`config.mk`:
```
export PLATFORM = sky130hd
export DESIGN_NAME = keyscan
export DESIGN_NICKNAME = d
export VERILOG_FILES = /design/src/rtl/keyscan.sv
export SDC_FILE = /design/constraint.sdc
export NUM_CORES = 1
export LEC_CHECK = 0
export BUFFER_PORTS_ARGS = -buffer_cell sky130_fd_sc_hd__buf_2
export CAP_MARGIN = 20
export CELL_PAD_IN_SITES_DETAIL_PLACEMENT = 1
export CELL_PAD_IN_SITES_GLOBAL_PLACEMENT = 2
export CORE_UTILIZATION = 40
export DETAILED_ROUTE_END_ITERATION = 12
export GPL_ROUTABILITY_DRIVEN = 0
export PLACE_DENSITY_LB_ADDON = 0.1
export SYNTH_ARGS = -nofsm -noshare
export SYNTH_HDL_FRONTEND = slang
export SYNTH_SLANG_ARGS = --single-unit
```
`constraint.sdc`:
```
create_clock -name clock -period 2.95 [get_ports clock]
set_input_delay 0.7375 -clock clock [delete_from_list [all_inputs] [get_ports clock]]
set_output_delay 0.7375 -clock clock [all_outputs]
set_load 0.005 [all_outputs]
```
`src/rtl/keyscan.sv`:
```
// 4x4 active-low keypad scanner: column drive, 2-FF row synchronizer, frame assembly
// and frame-count debounce. Define KEYSCAN_GHOST_REJECT_EN to discard frames with >2 keys.
module keyscan #(
    parameter logic [15:0] SCAN_DIV   = 16'd1000,
    parameter int unsigned DEBOUNCE_N = 3
) (
    input  logic        clock,
    input  logic        reset_n,
    input  logic [3:0]  row_in,
    output logic [3:0]  col_out,
    output logic [15:0] keys,
    output logic        key_chg
);

    localparam logic [15:0] DIV_LAST = SCAN_DIV - 16'd1;
    localparam logic [3:0]  CNT_MAX  = 4'(DEBOUNCE_N - 1);

    logic [3:0]  sync1_q, sync2_q;
    logic [15:0] div_q, div_d;
    logic [1:0]  c_q, c_d;
    logic [3:0]  col_q, col_d;
    logic [11:0] frame_q, frame_d;
    logic [15:0] prev_q, prev_d;
    logic [3:0]  cnt_q, cnt_d;
    logic [15:0] keys_q, keys_d;
    logic        key_chg_q, key_chg_d;

    logic [15:0] cur;
    logic        sample, frame_end, same, stable, unstable;
    logic [4:0]  cnt_inc;

    // Column 3 is never stored: it is folded straight into the frame being judged.
    assign cur       = {~sync2_q, frame_q};
    assign sample    = (div_q == DIV_LAST);
    assign frame_end = sample && (c_q == 2'd3);
    assign same      = (cur == prev_q);
    assign cnt_inc   = {1'b0, cnt_q} + 5'd1;
    assign stable    = same && (cnt_inc >= {1'b0, CNT_MAX});

`ifdef KEYSCAN_GHOST_REJECT_EN
    logic [4:0] pop;
    always_comb begin
        pop = 5'd0;
        for (int i = 0; i < 16; i++) begin
            pop = pop + 5'(cur[i]);
        end
    end
    assign unstable = (pop > 5'd2);
`else
    assign unstable = 1'b0;
`endif

    always_comb begin
        div_d     = div_q + 16'd1;
        c_d       = c_q;
        frame_d   = frame_q;
        prev_d    = prev_q;
        cnt_d     = cnt_q;
        keys_d    = keys_q;
        key_chg_d = 1'b0;

        if (sample) begin
            div_d = 16'd0;
            c_d   = c_q + 2'd1;
            case (c_q)
                2'd0:    frame_d[3:0]  = ~sync2_q;
                2'd1:    frame_d[7:4]  = ~sync2_q;
                2'd2:    frame_d[11:8] = ~sync2_q;
                default: frame_d       = frame_q;
            endcase
        end

        if (frame_end) begin
            prev_d = cur;
            if (!same || unstable) begin
                cnt_d = 4'd0;
            end else if (cnt_q < CNT_MAX) begin
                cnt_d = cnt_q + 4'd1;
            end
            if (stable && !unstable && (cur != keys_q)) begin
                keys_d    = cur;
                key_chg_d = 1'b1;
            end
        end

        col_d = ~(4'b0001 << c_d);
    end

    always_ff @(posedge clock or negedge reset_n) begin
        if (!reset_n) begin
            sync1_q   <= 4'b1111;
            sync2_q   <= 4'b1111;
            div_q     <= 16'd0;
            c_q       <= 2'd0;
            col_q     <= 4'b1110;
            frame_q   <= 12'd0;
            prev_q    <= 16'd0;
            cnt_q     <= 4'd0;
            keys_q    <= 16'd0;
            key_chg_q <= 1'b0;
        end else begin
            sync1_q   <= row_in;
            sync2_q   <= sync1_q;
            div_q     <= div_d;
            c_q       <= c_d;
            col_q     <= col_d;
            frame_q   <= frame_d;
            prev_q    <= prev_d;
            cnt_q     <= cnt_d;
            keys_q    <= keys_d;
            key_chg_q <= key_chg_d;
        end
    end

    assign col_out = col_q;
    assign keys    = keys_q;
    assign key_chg = key_chg_q;

endmodule

```
==> qor.tcl <==
set qor(run_status) {finished, final reports clean}
set qor(first_iter_violations) 71
set qor(area_delta_synth_final_pct) 13.9
set qor(postRouteWirelength_um) 7700
set qor(async_set_or_reset_register_ratio_after_synthesis) 1.00
set qor(skew_ps) 14.6
set qor(timing.reg2reg.setup_slack_ps) 520
set qor(grt.overflow.total) 0
set qor(clk_pin_slew_ps) 80
set qor(synth_common_cells) {68 x sky130_fd_sc_hd__dfrtp_1, 51 x sky130_fd_sc_hd__nand2_1, 31 x sky130_fd_sc_hd__xnor2_1, 29 x sky130_fd_sc_hd__nor2_1, 16 x sky130_fd_sc_hd__a21oi_1}
set qor(max_slew_margin) 0.533
set qor(antenna_violating_nets_post_route) 0
set qor(share_of_the_clock_period_used_by_the_worst_path_after_layout) 0.823
set qor(max_cap_violations) 0
set qor(syn-instance-count) 324
set qor(vias) 2332
set qor(critical_path_peak_fanout) 16
set qor(dieHeight_um) 96.6
set qor(min_path_type) {reg2reg}
set qor(comb_power_share) 0.018
set qor(dominant_combinational_cell_family_by_area_after_synthesis) {simple AND/OR/NAND/NOR gates}
set qor(timing.final.setup_violations) 0
set qor(end_kind) {register}
set qor(grt_first_pass_wirelength_um) 13200
set qor(tritoncts) {yes}
set qor(switching_share) 0.215
set qor(synth_top_cells_by_area) {sky130_fd_sc_hd__dfrtp_1 48%, sky130_fd_sc_hd__dfstp_2 8.1%, sky130_fd_sc_hd__xnor2_1 7.6%}
set qor(num_io_pins) 27
set qor(die_w_um) 96.6
set qor(postCtsSetupBuffers) 0
set qor(final_net_count) 364
set qor(hpwlAfterDp_um) 5330
set qor(timing_worst_setup_path_type) {reg2reg}
set qor(finish.instance_area_sq_um) 4080
set qor(syn_area_per_cell_sq_um) 11.1
set qor(worst_pin_slew_ps) 694
set qor(placed_cell_area_sq_um) 3820
set qor(antenna_cells_inserted) 0
set qor(core_sq_um) 8680
set qor(synth_cell_area_sq_um) 3580
set qor(die_area_sq_um) 9340
set qor(cts_buf_count) 9
set qor(synthSimpleGateAreaFrac) 0.170
set qor(post-synth-top-area-fraction) 0.475
set qor(routedWlPerCell_um) 16.6
set qor(synth_fp_nets) 337
set qor(most_frequently_used_cell_type_in_the_post_synthesis_netlist) {sky130_fd_sc_hd__dfrtp_1}
set qor(p_leak_nw) 1.92
set qor(antenna_found_initial) 0
set qor(clockPowerShare) 0.472
set qor(cellInternalPower_mw) 1.70
set qor(yosys-mux-area-fraction) 0.0552
set qor(synth_xor_xnor_area_share) 0.112
set qor(peakVddDrop_v) 0.000250
set qor(final_max_tran_viols) 0
set qor(pwr_density_cell_nw_per_um2) 529
set qor(synth_ff_type) {sky130_fd_sc_hd__dfrtp_1}
set qor(clock_sink_count) 79
set qor(netSwitchingPower_mw) 0.463
set qor(drc) 0
set qor(finalWorstPathRequiredPeriod_ps) 2430
set qor(groute.usage.overall) 0.180
set qor(seq_area_frac_synth) 0.556
set qor(synth-seq-cells) 79
set qor(drive_above_1_share) 0.219
set qor(post_cts_hold_buffer_count) 0
set qor(critPathArrivalTime_ps) 2660
set qor(p_seq_frac) 0.510
set qor(initial_core_util) 0.413
set qor(synth_compound_gate_area_share) 0.0472
set qor(io_buffers) 26
set qor(placement_rows) 34
set qor(route.detailed.vias_per_inst) 5.03
set qor(clk_path_buf_depth) 2
set qor(post_synth_num_cell_types) 40
set qor(yosysTopAreaCell) {sky130_fd_sc_hd__dfrtp_1}
set qor(drtPass1Iterations) 4
set qor(synth-adder-area-share) 0.0244
set qor(grt_setup_unrepaired) {false}
set qor(grt_start_max_net_pins) 50
set qor(quantity_of_gates_resized_following_cts) 0
set qor(type_of_origin_of_the_critical_path) {register}
set qor(achievable-frequency_ghz) 0.412
set qor(ctsHtreeMaxLevel) 3
set qor(fin_tns_setup_ps) 0
set qor(clk_root_buffer_cell) {sky130_fd_sc_hd__clkbuf_8}
set qor(critical_path_required_ps) 3180
set qor(synth-warning-count) 0
set qor(report.final.hold_viol_count) 0
set qor(insertion_delay_ps) 350
set qor(count_of_flip_flops_with_a_built_in_enable_after_synthesis) 0
set qor(via_count_of_the_first_global_routing_pass) 2548
==> layer usage <==
metal,track usage,vias up,share of wire
met3,0.0282,8,0.027
met1,0.263,1167,0.51
met2,0.272,29,0.45
met5,0,-,0
met4,0.0620,0,0.011
li1,-,1128,-
==> kinds of logic after synthesis <==
logic type	Yosys count
AO/OA/AOI/OAI	31
XOR/XNOR	45
adder cells (fa/ha/maj)	7
buffers and inverters	25
flip-flops	79
multiplexers	16
AND/OR/NAND/NOR	121
==> worst paths after layout <==
kind | endpoint | cells past startpoint | startpoint
setup / recovery | keys[2] | 6 | sync2_q[3]
hold / removal | sync2_q[1] | 0 | sync1_q[1]
setup reg to reg | keys[2] | 6 | sync2_q[3]
hold reg to reg | sync2_q[1] | 0 | sync1_q[1]
max in group asynchronous | frame_q[11] | 2 | reset_n
min in group asynchronous | keys[4] | 1 | reset_n
==> cell usage in the layout (no fill, tap or decap), types with 2 or more instances in the layout <==
cell type                   instances
sky130_fd_sc_hd__a31oi_1            6
sky130_fd_sc_hd__xor2_1            13
sky130_fd_sc_hd__nor4_4             2
sky130_fd_sc_hd__mux2_4             6
sky130_fd_sc_hd__inv_1             10
sky130_fd_sc_hd__and2_1             3
sky130_fd_sc_hd__and4_1             2
sky130_fd_sc_hd__nand3_1            8
sky130_fd_sc_hd__mux2_2             6
sky130_fd_sc_hd__nand2_1           51
sky130_fd_sc_hd__buf_2             25
sky130_fd_sc_hd__bufinv_16          3
sky130_fd_sc_hd__mux2i_1            4
sky130_fd_sc_hd__dfrtp_1           68
sky130_fd_sc_hd__dfstp_2           11
sky130_fd_sc_hd__o21ai_0            7
sky130_fd_sc_hd__nor3_1             3
sky130_fd_sc_hd__and3_1             2
sky130_fd_sc_hd__ha_1               7
sky130_fd_sc_hd__clkbuf_8          10
sky130_fd_sc_hd__or3_1              2
sky130_fd_sc_hd__clkinv_4           2
sky130_fd_sc_hd__nor2_1            29
sky130_fd_sc_hd__buf_4              5
sky130_fd_sc_hd__and4bb_2           2
sky130_fd_sc_hd__a21oi_1           16
sky130_fd_sc_hd__xnor2_1           31
sky130_fd_sc_hd__nor2b_1            2
sky130_fd_sc_hd__nand4_1            8
==> layout make-up <==
cell class	count	area (sq um)
fillers	969	4600
clock inverters	6	116
well taps	108	135
multi-input cells	220	1480
inverters	10	37.5
flip-flops and latches	79	1990
clock buffers	10	138
repair buffers	31	183
==> sequential cells by signal, summed over array words and instances, names as in the netlist <==
signal   flops
prev_q      16
cnt_q        4
c_q          2
key_chg      1
sync2_q      4
sync1_q      4
keys        16
div_q       16
col_out      4
frame_q     12
==> through the flow <==
stage	cells	setup WS (ps)	total power, mW	utilization	hold slack, ps
2_1_floorplan	324	756	1.13	-	345
6_report	464	521	2.16	0.470	359
3_3_place_gp	448	546	1.16	0.441	347
4_1_cts	464	476	2.18	0.470	361
5_1_grt	464	351	2.23	0.470	364
3_5_place_dp	448	526	1.16	0.441	348
==> critical path, stage by stage (launching register included) <==
cell	delay, ps
sky130_fd_sc_hd__dfstp_2	640
sky130_fd_sc_hd__xor2_2	160
sky130_fd_sc_hd__nand4_2	130
sky130_fd_sc_hd__nor4_4	410
sky130_fd_sc_hd__nor4bb_4	260
sky130_fd_sc_hd__buf_4	340
sky130_fd_sc_hd__mux2_2	370
==> power by group through the flow <==
stage	clock network, mW	registers (mW)	logic [mW]
after floorplan	0	1.11	0.0163
after global placement	0	1.12	0.0406
after detailed placement	0	1.12	0.0413
after CTS	1.04	1.10	0.0414
after global routing	1.08	1.10	0.0450
final	1.02	1.10	0.0384
Power figures use the tool's default switching activity.
